$ cat src/rtl/lcd_timing_gen.sv
// Raster timing generator for the parallel RGB LCD path (pixel clock domain).
// Active-area x/y/pix_req lead the hsync/vsync/de outputs by DELAY clocks.
module lcd_timing_gen #(
  parameter int unsigned H_SYNC   = 4,
  parameter int unsigned H_BACK   = 43,
  parameter int unsigned H_ACTIVE = 480,
  parameter int unsigned H_FRONT  = 8,
  parameter int unsigned V_SYNC   = 4,
  parameter int unsigned V_BACK   = 12,
  parameter int unsigned V_ACTIVE = 272,
  parameter int unsigned V_FRONT  = 8,
  parameter int unsigned DELAY    = 2,
  parameter bit          SYNC_POL = 1'b0
) (
  input  logic        clk,
  input  logic        rst,
  output logic        hsync,
  output logic        vsync,
  output logic        de,
  output logic        pix_req,
  output logic [10:0] x,
  output logic [9:0]  y,
  output logic        sof,
  output logic        eol,
  output logic [7:0]  frame
);

  localparam int unsigned HW      = 11;
  localparam int unsigned VW      = 10;
  localparam int unsigned PW      = DELAY + 1;
  localparam int unsigned H_TOTAL = H_SYNC + H_BACK + H_ACTIVE + H_FRONT;
  localparam int unsigned V_TOTAL = V_SYNC + V_BACK + V_ACTIVE + V_FRONT;
  localparam int unsigned HA_BEG  = H_SYNC + H_BACK;
  localparam int unsigned HA_END  = HA_BEG + H_ACTIVE;
  localparam int unsigned VA_BEG  = V_SYNC + V_BACK;
  localparam int unsigned VA_END  = VA_BEG + V_ACTIVE;

  localparam logic [HW-1:0] H_LAST   = HW'(H_TOTAL - 1);
  localparam logic [VW-1:0] V_LAST   = VW'(V_TOTAL - 1);
  localparam logic [HW-1:0] HA_BEG_W = HW'(HA_BEG);
  localparam logic [VW-1:0] VA_BEG_W = VW'(VA_BEG);
  localparam logic [HW-1:0] X_LAST   = HW'(H_ACTIVE - 1);
  localparam logic          POL      = SYNC_POL;

  // Elaboration-time legality checks on the configuration.
  if (H_TOTAL > 2048) begin : g_h_total_chk
    $error("lcd_timing_gen: H_TOTAL %0d exceeds 11-bit counter", H_TOTAL);
  end
  if (V_TOTAL > 1024) begin : g_v_total_chk
    $error("lcd_timing_gen: V_TOTAL %0d exceeds 10-bit counter", V_TOTAL);
  end
  if (DELAY > 7) begin : g_delay_chk
    $error("lcd_timing_gen: DELAY %0d out of range 0..7", DELAY);
  end

  logic [HW-1:0] h_cnt;
  logic [VW-1:0] v_cnt;
  logic          h_wrap_c;
  logic          v_wrap_c;
  logic          hs_c;
  logic          vs_c;
  logic          ha_c;
  logic          va_c;
  logic          act_c;
  logic [HW-1:0] x_c;
  logic [VW-1:0] y_c;

  logic [PW-1:0] hs_pipe;
  logic [PW-1:0] vs_pipe;
  logic [PW-1:0] de_pipe;

  // Position decode; every phase boundary is a pure function of the counters.
  always_comb begin
    h_wrap_c = (h_cnt == H_LAST);
    v_wrap_c = (v_cnt == V_LAST);
    hs_c     = (32'(h_cnt) < H_SYNC);
    vs_c     = (32'(v_cnt) < V_SYNC);
    ha_c     = (32'(h_cnt) >= HA_BEG) && (32'(h_cnt) < HA_END);
    va_c     = (32'(v_cnt) >= VA_BEG) && (32'(v_cnt) < VA_END);
    act_c    = ha_c && va_c;
    x_c      = h_cnt - HA_BEG_W;
    y_c      = v_cnt - VA_BEG_W;
  end

  // Pixel/line counters and frame count; frame steps on the v_cnt wrap.
  always_ff @(posedge clk or negedge rst) begin
    if (!rst) begin
      h_cnt <= '0;
      v_cnt <= '0;
      frame <= '0;
    end else if (h_wrap_c) begin
      h_cnt <= '0;
      if (v_wrap_c) begin
        v_cnt <= '0;
        frame <= frame + 8'd1;
      end else begin
        v_cnt <= v_cnt + VW'(1);
      end
    end else begin
      h_cnt <= h_cnt + HW'(1);
    end
  end

  // Stage 1: active-area address and line/frame markers.
  always_ff @(posedge clk or negedge rst) begin
    if (!rst) begin
      pix_req <= 1'b0;
      x       <= '0;
      y       <= '0;
      sof     <= 1'b0;
      eol     <= 1'b0;
    end else begin
      pix_req <= act_c;
      x       <= act_c ? x_c : '0;
      y       <= act_c ? y_c : '0;
      sof     <= act_c && (x_c == '0) && (y_c == '0);
      eol     <= act_c && (x_c == X_LAST);
    end
  end

  // Sync pipeline: bit 0 is stage 1, bit DELAY drives the pins.
  always_ff @(posedge clk or negedge rst) begin
    if (!rst) begin
      hs_pipe <= {PW{~POL}};
      vs_pipe <= {PW{~POL}};
      de_pipe <= '0;
    end else begin
      hs_pipe <= PW'({hs_pipe, (hs_c ? POL : ~POL)});
      vs_pipe <= PW'({vs_pipe, (vs_c ? POL : ~POL)});
      de_pipe <= PW'({de_pipe, act_c});
    end
  end

  assign hsync = hs_pipe[DELAY];
  assign vsync = vs_pipe[DELAY];
  assign de    = de_pipe[DELAY];

endmodule

$ cat config.mk
export PLATFORM = sky130hd
export DESIGN_NAME = lcd_timing_gen
export DESIGN_NICKNAME = d
export VERILOG_FILES = /design/src/rtl/lcd_timing_gen.sv
export SDC_FILE = /design/constraint.sdc
export NUM_CORES = 1
export LEC_CHECK = 0
export CELL_PAD_IN_SITES_DETAIL_PLACEMENT = 1
export CELL_PAD_IN_SITES_GLOBAL_PLACEMENT = 2
export CORE_MARGIN = 4
export CORE_UTILIZATION = 35
export CTS_BUF_LIST = sky130_fd_sc_hd__clkbuf_2
export DETAILED_ROUTE_END_ITERATION = 10
export PLACE_DENSITY = 0.76
export SYNTH_ARGS = -nofsm -noshare
export SYNTH_HDL_FRONTEND = slang
export SYNTH_SLANG_ARGS = --single-unit
$ cat constraint.sdc
create_clock -name clk -period 4.95 [get_ports clk]
set_input_delay 1.485 -clock clk [delete_from_list [all_inputs] [get_ports clk]]
set_output_delay 1.485 -clock clk [all_outputs]
set_load 0.02 [all_outputs]
==> tab_implementation.tex, run 1 <==
\begin{tabular}{lr}
\hline
Metric & Value \\
\hline
\multicolumn{2}{l}{\textbf{Die}} \\
Floorplan die area & 9680 µm² \\
Effective utilization at floorplan & between 30\% and 40\% \\
I/O pin total & 37 \\
FP Rows & 32 \\
Core region area & 7850 µm² \\
Die span in y & 98.4 µm \\
Width of the die & slightly below 100 µm \\
\multicolumn{2}{l}{\textbf{Run}} \\
Max-capacitance violation count & 0 \\
\multicolumn{2}{l}{\textbf{Power and ir drop}} \\
Switching Power & 187 µW \\
Fraction of power spent switching nets & between 20\% and 30\% \\
Part of the power in the clock network & 40.6\% \\
Logic gate share of total power & 1.2\% \\
Power density normalized to cell area & roughly 250 nW/µm² \\
Internal power of the cells & 669 µW \\
Sequential fraction of design power & 58.3\% \\
Peak ir drop on the vdd network & between 100 and 150 µV \\
Lkg Pwr & 0.00151 µW \\
\multicolumn{2}{l}{\textbf{Routing}} \\
DRC viols & 0 \\
Detail-routed net length per standard cell & 15.6 µm \\
Number of DRC violations after detailed-routing iteration 0 & 64 \\
Total number of vias & 2016 \\
Remaining antenna violation count after routing & 0 \\
Via density per instance & 4.98 \\
DR pass1 iterations & 4 \\
Total wire length & 6.33 mm \\
\multicolumn{2}{l}{\textbf{Critical path}} \\
Largest stage delay on the critical path & 0.59 ns \\
CP Depth & 1 \\
Worst setup path category & reg -> out \\
Largest fanout of any net on the critical path & 1 \\
Family with the most delay on the worst path & buffers and inverters \\
Cells along the critical path & clkdlybuf4s50\_1 \\
Launching element type of the critical path & register \\
Length in cells of the worst reg-to-reg path & 5 \\
Critical path capture point type & output pin \\
Number of buffers and inverters on the critical path & 1 \\
Worst path slowest cell & clkdlybuf4s50\_1 \\
CP required & 3.46 ns \\
Worst path arrival time & 1.58 ns \\
\multicolumn{2}{l}{\textbf{GRT}} \\
Global-route usage over all layers & between 10\% and 20\% \\
Largest net degree at the start of global routing & 39 \\
First-pass GRT wire length & 10.9 mm \\
Number of global-route vias before repair & around 2100 \\
Number of antenna violations at the first check in global routing & 0 \\
GRT Residual Overflow & 0 \\
\multicolumn{2}{l}{\textbf{Final layout}} \\
Post-layout net count & between 300 and 400 \\
Highest-count cells in the layout ignoring fill and taps & dfrtp\_1 (55), nor2\_1 (37), clkdlybuf4s50\_1 (35) \\
Commonest non-fill, non-tap cell in the layout & dfrtp\_1 \\
Area added between synthesis and finish & 18.9\% \\
Ratio of cells with drive above 1 in the final layout & roughly 11\% \\
Number of antenna repair diodes & 0 \\
\multicolumn{2}{l}{\textbf{Yosys}} \\
Yosys top cell by area & dfrtp\_1 \\
Top area cells in the synthesized netlist & dfrtp\_1 (48\%), xnor2\_1 (6.7\%), dfstp\_2 (5.5\%) \\
Share of Yosys cell area claimed by the top area cell type & between 40 and 50\% \\
Yosys warning total & 0 \\
Prevailing post-synth register cell & dfrtp\_1 \\
Cell Area, Synth & 2860 µm² \\
Flop and latch count out of synthesis & 61 \\
Gate Count Post-Synth & 266 \\
Post-synth cell types & 46 \\
Synthesized area per cell & about 11 µm² \\
Proportion of synthesized flip-flops having asynchronous set or reset & 100\% \\
Net count of the mapped netlist & 279 \\
Number of synthesized flops with an enable pin & 0 \\
Sequential cell area fraction in the yosys report & around 54\% \\
\multicolumn{2}{l}{\textbf{Timing}} \\
Max-slew headroom at the worst pin & 30.4\% \\
Final critical delay including setup and external delays & 3.07 ns \\
Number of endpoints with negative hold slack in the final report & 0 \\
Hold Worst Slack & 0.367 ns \\
Final setup vio count & 0 \\
RSZ-0062 raised after global routing & no \\
Clock skew after layout & $\sim$0.025 ns \\
Final sum of negative setup slack & 0 ns \\
Number of slew-limit violations in the final report & 0 \\
Post-route fraction of the period consumed by the critical path & 61.9\% \\
Transition time at the pin with the least slew margin & 1.04 ns \\
Max Clk Rate & 326 MHz \\
\multicolumn{2}{l}{\textbf{CTS}} \\
TritonCTS clock tree & done \\
Clock tree sinks & between 60 and 70 \\
Number of setup buffers added after CTS & 0 \\
Resized cells post-CTS & 0 \\
Post-CTS Hold Fix Bufs & 0 \\
Deepest clock path buffer count & 2 \\
CTS clk-pin slew, worst paths & 0.15 ns \\
Skew-Pair Late Insertion Delay & roughly 0.47 ns \\
Number of CTS-inserted buffers & 9 \\
Cell at the root of the clock tree & clkbuf\_2 \\
H-tree levels & 3 \\
\multicolumn{2}{l}{\textbf{Place}} \\
Final weighted congestion in routability-driven placement & 0.769 \\
Detail Placement HPWL & 4.44 mm \\
Number of port buffers & 36 \\
\multicolumn{2}{l}{\textbf{Status}} \\
Outcome & finished, final reports clean \\
\multicolumn{2}{l}{\textbf{Min path}} \\
Hold Path Cell Cnt & 0 \\
Type of the tightest min-delay check & reg -> reg \\
\hline
\end{tabular}
==> layer usage <==
layer  track usage, %  vias up  part of all wire, %
met3             3.43       10                  4.0
met1             20.5     1000                   51
met4             4.73        0                  1.4
li1                 -      971                    -
met2             19.8       35                   44
met5                0        -                    0
==> power by group through the flow <==
| stage | clock network [µW] | registers, µW | logic (µW) |
|---|---|---|---|
| detailed placement | 0 | 508 | 11.2 |
| global route | 387 | 499 | 12.5 |
| global placement | 0 | 508 | 11.1 |
| finish | 347 | 499 | 10.1 |
| CTS | 362 | 499 | 11.2 |
| floorplan | 0 | 508 | 0.000525 |
==> worst paths after layout <==
path / start / endpoint / slack (ns)
worst max register to register: h_cnt[7] / eol / 2.31
min in group asynchronous: rst / h_cnt[2] / 0.98
worst min register to register: vs_pipe[1] / vs_pipe[2] / 0.37
worst max-delay path: vs_pipe[2] / vsync / 1.88
max in group asynchronous: rst / vs_pipe[0] / 3.07
worst min-delay path: vs_pipe[1] / vs_pipe[2] / 0.37
==> sequential cells by signal (all words and copies together), names as in the netlist <==
register / count
eol: 1
de_pipe: 3
hs_pipe: 3
sof: 1
y: 10
v_cnt: 10
h_cnt: 11
frame: 8
vs_pipe: 3
x: 11
==> Yosys cell counts, types with 2 or more instances <==
cell / number
dfrtp_1: 55
nor2_1: 37
xnor2_1: 22
nand2_1: 20
ha_1: 11
nand3_1: 11
nand4_1: 11
o21ai_0: 11
inv_1: 9
clkbuf_1: 8
xor2_1: 8
dfstp_2: 6
buf_2: 5
nor3_1: 5
and4_1: 4
and3_1: 3
nor2b_1: 3
or3_1: 3
and2_1: 2
buf_4: 2
nand2b_1: 2
nor4b_2: 2
o21ai_1: 2
o31ai_1: 2
==> stage by stage <==
step | cells | power, µW | util (%) | worst slack, ns | instance area (µm²)
3_3_place_gp | 389 | 519 | 41.6 | 2.38 | 3270
6_report | 405 | 856 | 43.3 | 1.88 | 3400
2_1_floorplan | 266 | 508 | - | 2.91 | 2860
5_1_grt | 405 | 898 | 43.3 | 1.78 | 3400
4_1_cts | 405 | 873 | 43.3 | 1.83 | 3400
3_5_place_dp | 389 | 519 | 41.6 | 2.31 | 3270
==> cell type report <==
type | instances | area, µm²
Clock buffer | 11 | 55.1
Fill cell | 885 | 4450
Sequential cell | 61 | 1530
Inverter | 10 | 37.5
Multi-Input combinational cell | 179 | 1210
Tap cell | 102 | 128
Timing Repair Buffer | 37 | 363
Clock inverter | 5 | 75.1
==> logic make-up (layout without fill, tap and decap cells) <==
family | after synthesis | in the layout | synth area share (%)
AO/OA/AOI/OAI | 24 | 24 | 6.61
multiplexers | 1 | 1 | 0.394
adder cells (fa/ha/maj) | 11 | 11 | 4.81
flip-flops | 61 | 61 | 53.7
buffers and inverters | 26 | 63 | 4.16
XOR/XNOR | 30 | 30 | 9.19
AND/OR/NAND/NOR | 113 | 113 | 21.2
No activity file was read; power rests on OpenSTA's default activity.
==> run 2, diff against run 1 <==
Clock period 4.95 ns to 2.88 ns, I/O delays scaled along.
==> tab_implementation.tex, run 2 (synthesized netlist as in run 1, its figures left out) <==
\begin{tabular}{lr}
\hline
Metric & Value \\
\hline
\multicolumn{2}{l}{\textbf{Final layout}} \\
Regs by FF count & h\_cnt: 11 flops, x: 11 flops (unchanged) \\
Post-layout net count & 313 (was 311) \\
Number of antenna repair diodes & 0 (unchanged) \\
Area added between synthesis and finish & 18.2\% (was 18.9\%) \\
Filler cell count in the final layout & 921 (was 885) \\
Highest-count cells in the layout ignoring fill and taps & dfrtp\_1 (55), nor2\_1 (37), clkdlybuf4s50\_1 (35) (unchanged) \\
Fin cells & 407 (was 405) \\
Ratio of cells with drive above 1 in the final layout & 11.8\% (was 11.2\%) \\
Commonest non-fill, non-tap cell in the layout & dfrtp\_1 (unchanged) \\
\multicolumn{2}{l}{\textbf{Critical path}} \\
Critical path capture point type & output pin (unchanged) \\
Critical Path Source & hs\_pipe[2] (was vs\_pipe[2]) \\
Worst path arrival time & 1.61 ns (was 1.58 ns) \\
Worst setup path category & reg -> out (unchanged) \\
Number of buffers and inverters on the critical path & 1 (unchanged) \\
Largest stage delay on the critical path & 0.59 ns (about the same) \\
Launching element type of the critical path & register (unchanged) \\
Worst path slowest cell & clkdlybuf4s50\_1 (unchanged) \\
Largest fanout of any net on the critical path & 1 (unchanged) \\
Worst R2R Start & h\_cnt[7] (unchanged) \\
CP required & 2.02 ns (was 3.46 ns) \\
Cells along the critical path & clkdlybuf4s50\_1 (unchanged) \\
Family with the most delay on the worst path & buffers and inverters (unchanged) \\
\multicolumn{2}{l}{\textbf{Timing}} \\
Worst path setup slack after routing & 0.410 ns (was 1.88 ns) \\
Final sum of negative setup slack & 0 ns (unchanged) \\
Post-route fraction of the period consumed by the critical path & 85.8\% \\
RSZ-0062 raised after global routing & no (unchanged) \\
Number of endpoints with negative hold slack in the final report & 0 (unchanged) \\
Max-slew headroom at the worst pin & 54.5\% (was 30.4\%) \\
Max Clk Rate & 405 MHz \\
Final setup vio count & 0 (unchanged) \\
Final critical delay including setup and external delays & roughly 2.5 ns \\
Number of slew-limit violations in the final report & 0 (unchanged) \\
Transition time at the pin with the least slew margin & 0.682 ns (was 1.04 ns) \\
Clock skew after layout & 0.0299 ns (was 0.0248 ns) \\
\multicolumn{2}{l}{\textbf{Die}} \\
FP Rows & 32 (unchanged) \\
Floorplan die area & 9680 µm² (unchanged) \\
Core region area & 7850 µm² (unchanged) \\
I/O pin total & 37 (unchanged) \\
Die span in y & 98.4 µm (unchanged) \\
Effective utilization at floorplan & 36.4\% (unchanged) \\
Width of the die & 98.4 µm (unchanged) \\
\multicolumn{2}{l}{\textbf{Routing}} \\
Metal3 WL & 203 µm (was 254 µm) \\
Met1 Routed Length & 3.26 mm (was 3.21 mm) \\
DRC viols & 0 (unchanged) \\
Met2 routed wirelength & 2.90 mm (was 2.77 mm) \\
Total number of vias & 2041 (was 2016) \\
Highest Signal Layer & met4 (unchanged) \\
Remaining antenna violation count after routing & 0 (unchanged) \\
Number of DRC violations after detailed-routing iteration 0 & 86 (was 64) \\
Detail-routed net length per standard cell & 15.9 µm (was 15.6 µm) \\
DR pass1 iterations & 4 (unchanged) \\
Total wire length & 6.49 mm (was 6.33 mm) \\
Via density per instance & 5.01 (was 4.98) \\
\multicolumn{2}{l}{\textbf{CTS}} \\
Cell at the root of the clock tree & clkbuf\_2 (unchanged) \\
TritonCTS clock tree & done (unchanged) \\
Deepest clock path buffer count & 2 (unchanged) \\
H-tree levels & 3 (unchanged) \\
CTS clk-pin slew, worst paths & 0.18 ns (was 0.15 ns) \\
Clock tree sinks & 61 (unchanged) \\
Number of CTS-inserted buffers & 9 (unchanged) \\
Number of setup buffers added after CTS & 0 (unchanged) \\
Post-CTS Hold Fix Bufs & 0 (unchanged) \\
Resized cells post-CTS & 0 (unchanged) \\
Skew-Pair Late Insertion Delay & 0.48 ns (was 0.47 ns) \\
\multicolumn{2}{l}{\textbf{GRT}} \\
Global-route usage over all layers & 14.3\% (was 13.9\%) \\
First-pass GRT wire length & 11.0 mm (was 10.9 mm) \\
Largest net degree at the start of global routing & 53 (was 39) \\
GRT Residual Overflow & 0 (unchanged) \\
Number of antenna violations at the first check in global routing & 0 (unchanged) \\
Number of global-route vias before repair & 2145 (was 2098) \\
\multicolumn{2}{l}{\textbf{Power and ir drop}} \\
Logic gate share of total power & 1.6\% (was 1.2\%) \\
Part of the power in the clock network & 32.8\% (was 40.6\%) \\
Lkg Pwr & 0.00150 µW (was 0.00151 µW) \\
Switching Power & 330 µW (was 187 µW) \\
Sequential fraction of design power & 65.7\% (was 58.3\%) \\
Power density normalized to cell area & 387 nW/µm² (was 252 nW/µm²) \\
Peak ir drop on the vdd network & 141 µV (was 113 µV) \\
Fraction of power spent switching nets & 25.3\% (was 21.9\%) \\
Internal power of the cells & 976 µW (was 669 µW) \\
Sum of internal, switching and leakage power & 1310 µW (was 856 µW) \\
\multicolumn{2}{l}{\textbf{Place}} \\
Placed Cells & 391 (was 389) \\
Detail Placement HPWL & 4.54 mm (was 4.44 mm) \\
Final weighted congestion in routability-driven placement & 0.769 (about the same) \\
Number of port buffers & 36 (unchanged) \\
Worst slack at placement & 0.462 ns (was 2.31 ns) \\
\multicolumn{2}{l}{\textbf{Run}} \\
Max-capacitance violation count & 0 (unchanged) \\
\multicolumn{2}{l}{\textbf{Min path}} \\
Type of the tightest min-delay check & in -> async (was reg -> reg) \\
\multicolumn{2}{l}{\textbf{Status}} \\
Outcome & finished, final reports clean (unchanged) \\
\hline
\end{tabular}
[run 2: final timing paths]
kind	endpoint	slack, ns	depth (start not counted)
worst min register to register	vs_pipe[2]	0.37	0
min in group clk	vs_pipe[2]	0.37	0
max in group asynchronous	vs_pipe[0]	2.01	2
worst min-delay path	x[3]	0.22	1
worst max register to register	x[4]	0.44	5
worst max-delay path	hsync	0.41	1
[run 2: cell type report]
cell class	instances	area, µm²	share of cell area (%)
Timing Repair Buffer	39	390	11.6
Sequential cell	61	1530	45.4
Multi-Input combinational cell	179	1210	35.7
Tap cell	102	128	3.78
Clock inverter	5	27.5	0.815
Clock buffer	11	55.1	1.63
Inverter	10	37.5	1.11
[run 2: through the flow]
step / util [%] / hold slack [ns] / cell area, µm²
finish: 43.0 / 0.225 / 3380
global route: 43.0 / 0.201 / 3380
CTS: 43.0 / 0.178 / 3380
detailed placement: 42.0 / 0.346 / 3300
global placement: 42.0 / 0.334 / 3300
floorplan: - / 0.331 / 2860
[run 2: power by group through the flow]
stage	clock, µW	combinational (µW)	sequential (µW)
after global placement	0	21.3	873
after global routing	481	24.7	858
after detailed placement	0	22.2	873
after floorplan	0	0.000525	873
after CTS	457	22.1	858
final	428	20.3	858
[run 2: per-layer routing]
layer,track usage [%],vias to the layer above
met5,0,-
met2,20.6,34
met3,2.71,13
met1,20.8,1026
li1,-,968
met4,6.62,0
==> run 3, diff against run 2 <==
Settings changed: PLACE_DENSITY 0.76 to default, PLACE_DENSITY_LB_ADDON from default to 0.1.
Clock period 2.88 ns to 2.6 ns, I/O delays scaled along.
==> tab_implementation.tex, run 3 (synthesized netlist as in run 1, its figures left out) <==
\begin{tabular}{lr}
\hline
Metric & Value \\
\hline
\multicolumn{2}{l}{\textbf{Routing}} \\
DRC viols & 0 (unchanged) \\
Detail-routed net length per standard cell & 16.1 µm (was 15.9 µm) \\
Number of DRC violations after detailed-routing iteration 0 & 117 (was 86) \\
DR pass1 iterations & 4 (unchanged) \\
Remaining antenna violation count after routing & 0 (unchanged) \\
Total wire length & 6.64 mm (was 6.49 mm) \\
Via density per instance & 4.91 (was 5.01) \\
Total number of vias & 2022 (was 2041) \\
\multicolumn{2}{l}{\textbf{Timing}} \\
RSZ-0062 raised after global routing & no (unchanged) \\
Final sum of negative setup slack & 0 ns (unchanged) \\
Number of endpoints with negative hold slack in the final report & 0 (unchanged) \\
Post-route fraction of the period consumed by the critical path & between 90\% and 100\% \\
Max-slew headroom at the worst pin & 61.2\% (was 54.5\%) \\
Max Clk Rate & about 420 MHz \\
Number of slew-limit violations in the final report & 0 (unchanged) \\
Final critical delay including setup and external delays & 2.38 ns \\
Transition time at the pin with the least slew margin & 0.577 ns (was 0.682 ns) \\
Worst path setup slack after routing & 0.217 ns (was 0.410 ns) \\
Final setup vio count & 0 (unchanged) \\
Clock skew after layout & 0.0339 ns (was 0.0299 ns) \\
\multicolumn{2}{l}{\textbf{Die}} \\
Core region area & 7850 µm² (unchanged) \\
Floorplan die area & 9680 µm² (unchanged) \\
I/O pin total & 37 (unchanged) \\
FP Rows & 32 (unchanged) \\
Effective utilization at floorplan & 36.4\% (unchanged) \\
Width of the die & 98.4 µm (unchanged) \\
Die span in y & 98.4 µm (unchanged) \\
\multicolumn{2}{l}{\textbf{GRT}} \\
Number of antenna violations at the first check in global routing & 0 (unchanged) \\
Global-route usage over all layers & 14.7\% (was 14.3\%) \\
Number of global-route vias before repair & 2087 (was 2145) \\
GRT Residual Overflow & 0 (unchanged) \\
Largest net degree at the start of global routing & 42 (was 53) \\
First-pass GRT wire length & 11.2 mm (was 11.0 mm) \\
\multicolumn{2}{l}{\textbf{Critical path}} \\
Number of buffers and inverters on the critical path & 1 (unchanged) \\
Cells along the critical path & clkdlybuf4s50\_1 (unchanged) \\
Critical path capture point type & output pin (unchanged) \\
Largest stage delay on the critical path & 0.59 ns (about the same) \\
Family with the most delay on the worst path & buffers and inverters (unchanged) \\
Setup slack of the worst register-to-register path & 0.42 ns (was 0.44 ns) \\
Length in cells of the worst reg-to-reg path & 5 (unchanged) \\
CP required & 1.82 ns (was 2.02 ns) \\
Launching element type of the critical path & register (unchanged) \\
Largest fanout of any net on the critical path & 1 (unchanged) \\
Worst path arrival time & 1.60 ns (was 1.61 ns) \\
Worst setup path category & reg -> out (unchanged) \\
Reg2Reg Capture Point & x[6] (was x[4]) \\
Worst R2R Start & h\_cnt[7] (unchanged) \\
Worst path slowest cell & clkdlybuf4s50\_1 (unchanged) \\
\multicolumn{2}{l}{\textbf{Power and ir drop}} \\
Fraction of power spent switching nets & 21.6\% (was 25.3\%) \\
Sequential fraction of design power & 54.6\% (was 65.7\%) \\
Lkg Pwr & 0.00154 µW (was 0.00150 µW) \\
Peak ir drop on the vdd network & 200 µV (was 141 µV) \\
Switching Power & 376 µW (was 330 µW) \\
Logic gate share of total power & 1.3\% (was 1.6\%) \\
Power density normalized to cell area & 498 nW/µm² (was 387 nW/µm²) \\
Internal power of the cells & 1360 µW (was 976 µW) \\
Part of the power in the clock network & 44.1\% (was 32.8\%) \\
\multicolumn{2}{l}{\textbf{CTS}} \\
Post-CTS Hold Fix Bufs & 0 (unchanged) \\
Deepest clock path buffer count & 2 (unchanged) \\
TritonCTS clock tree & done (unchanged) \\
H-tree levels & 3 (unchanged) \\
Clock tree sinks & 61 (unchanged) \\
CTS clk-pin slew, worst paths & 0.20 ns (was 0.18 ns) \\
Number of setup buffers added after CTS & 0 (unchanged) \\
Skew-Pair Late Insertion Delay & 0.48 ns (about the same) \\
Number of CTS-inserted buffers & 9 (unchanged) \\
Resized cells post-CTS & 0 (unchanged) \\
Cell at the root of the clock tree & clkbuf\_2 (unchanged) \\
\multicolumn{2}{l}{\textbf{Place}} \\
Worst slack at placement & 0.482 ns (was 0.462 ns) \\
Number of port buffers & 36 (unchanged) \\
Detail Placement HPWL & 4.79 mm (was 4.54 mm) \\
Final weighted congestion in routability-driven placement & 0.815 (was 0.769) \\
Placed Cells & 396 (was 391) \\
Area post-placement & 3330 µm² (was 3300 µm²) \\
\multicolumn{2}{l}{\textbf{Final layout}} \\
Highest-count cells in the layout ignoring fill and taps & dfrtp\_1 (55), nor2\_1 (37), clkdlybuf4s50\_1 (35) (unchanged) \\
Sequential standard cell area & 1530 µm² (unchanged) \\
Ratio of cells with drive above 1 in the final layout & 12.9\% (was 11.8\%) \\
Regs by FF count & h\_cnt: 11 flops, x: 11 flops (unchanged) \\
Area added between synthesis and finish & 22.1\% (was 18.2\%) \\
Commonest non-fill, non-tap cell in the layout & dfrtp\_1 (unchanged) \\
Design area & 3490 µm² (was 3380 µm²) \\
Number of antenna repair diodes & 0 (unchanged) \\
Filler cell count in the final layout & 895 (was 921) \\
Fin cells & 412 (was 407) \\
Post-layout net count & 318 (was 313) \\
Multi-input combinational cell area & 1210 µm² (unchanged) \\
\multicolumn{2}{l}{\textbf{Min path}} \\
Type of the tightest min-delay check & in -> async (unchanged) \\
\multicolumn{2}{l}{\textbf{Status}} \\
Outcome & finished, final reports clean (unchanged) \\
\multicolumn{2}{l}{\textbf{Run}} \\
Max-capacitance violation count & 0 (unchanged) \\
\hline
\end{tabular}
==> run 3: cell types whose count changed in the layout (fill, tap and decap cells not counted) <==
cell and delta:
clkbuf_2 -2, buf_4 +5, clkinvlp_4 +1, clkinv_1 +1, bufinv_16 +3, clkinv_2 -3
==> run 3: how the worst max path moves through the flow <==
stage	start	end	slack, ns	depth (start not counted)
finish	hs_pipe[2]	hsync	0.22	1
global route	hs_pipe[2]	hsync	0.13	1
CTS	hs_pipe[2]	hsync	0.15	1
detailed placement	h_cnt[7]	y[4]	0.48	5
global placement	h_cnt[7]	v_cnt[9]	0.52	6
floorplan	v_cnt[6]	frame[1]	0.73	6
==> run 3: area by class of cell <==
class	count	area share [%]
Sequential cell	61	43.9
Multi-Input combinational cell	179	34.5
Timing Repair Buffer	44	12.3
Tap cell	102	3.65
Clock inverter	7	3.26
Clock buffer	9	1.29
Inverter	10	1.07
==> run 3: power by group through the flow <==
stage | clock network (µW) | registers, µW | logic (µW)
floorplan | 0 | 967 | 0.000525
global placement | 0 | 967 | 23.8
detailed placement | 0 | 967 | 23.9
CTS | 795 | 950 | 23.9
global route | 832 | 951 | 27.1
finish | 767 | 950 | 22.1
==> run 3: metal layers <==
layer	global-route usage, %	routed length (µm)	share of wire (%)	vias up
met5	0	0	0	-
met4	5.88	106	1.6	0
met3	2.93	333	5.0	8
met2	20.5	2820	42	50
met1	22.1	3390	51	987
li1	-	-	-	977
==> run 3: per-stage QoR <==
stage          total power, µW  hold WS (ns)  utilization (%)
2_1_floorplan              967         0.331                -
3_3_place_gp               991         0.334             42.5
3_5_place_dp               991         0.339             42.5
4_1_cts                   1770         0.198             44.5
5_1_grt                   1810         0.225             44.5
6_report                  1740         0.230             44.5
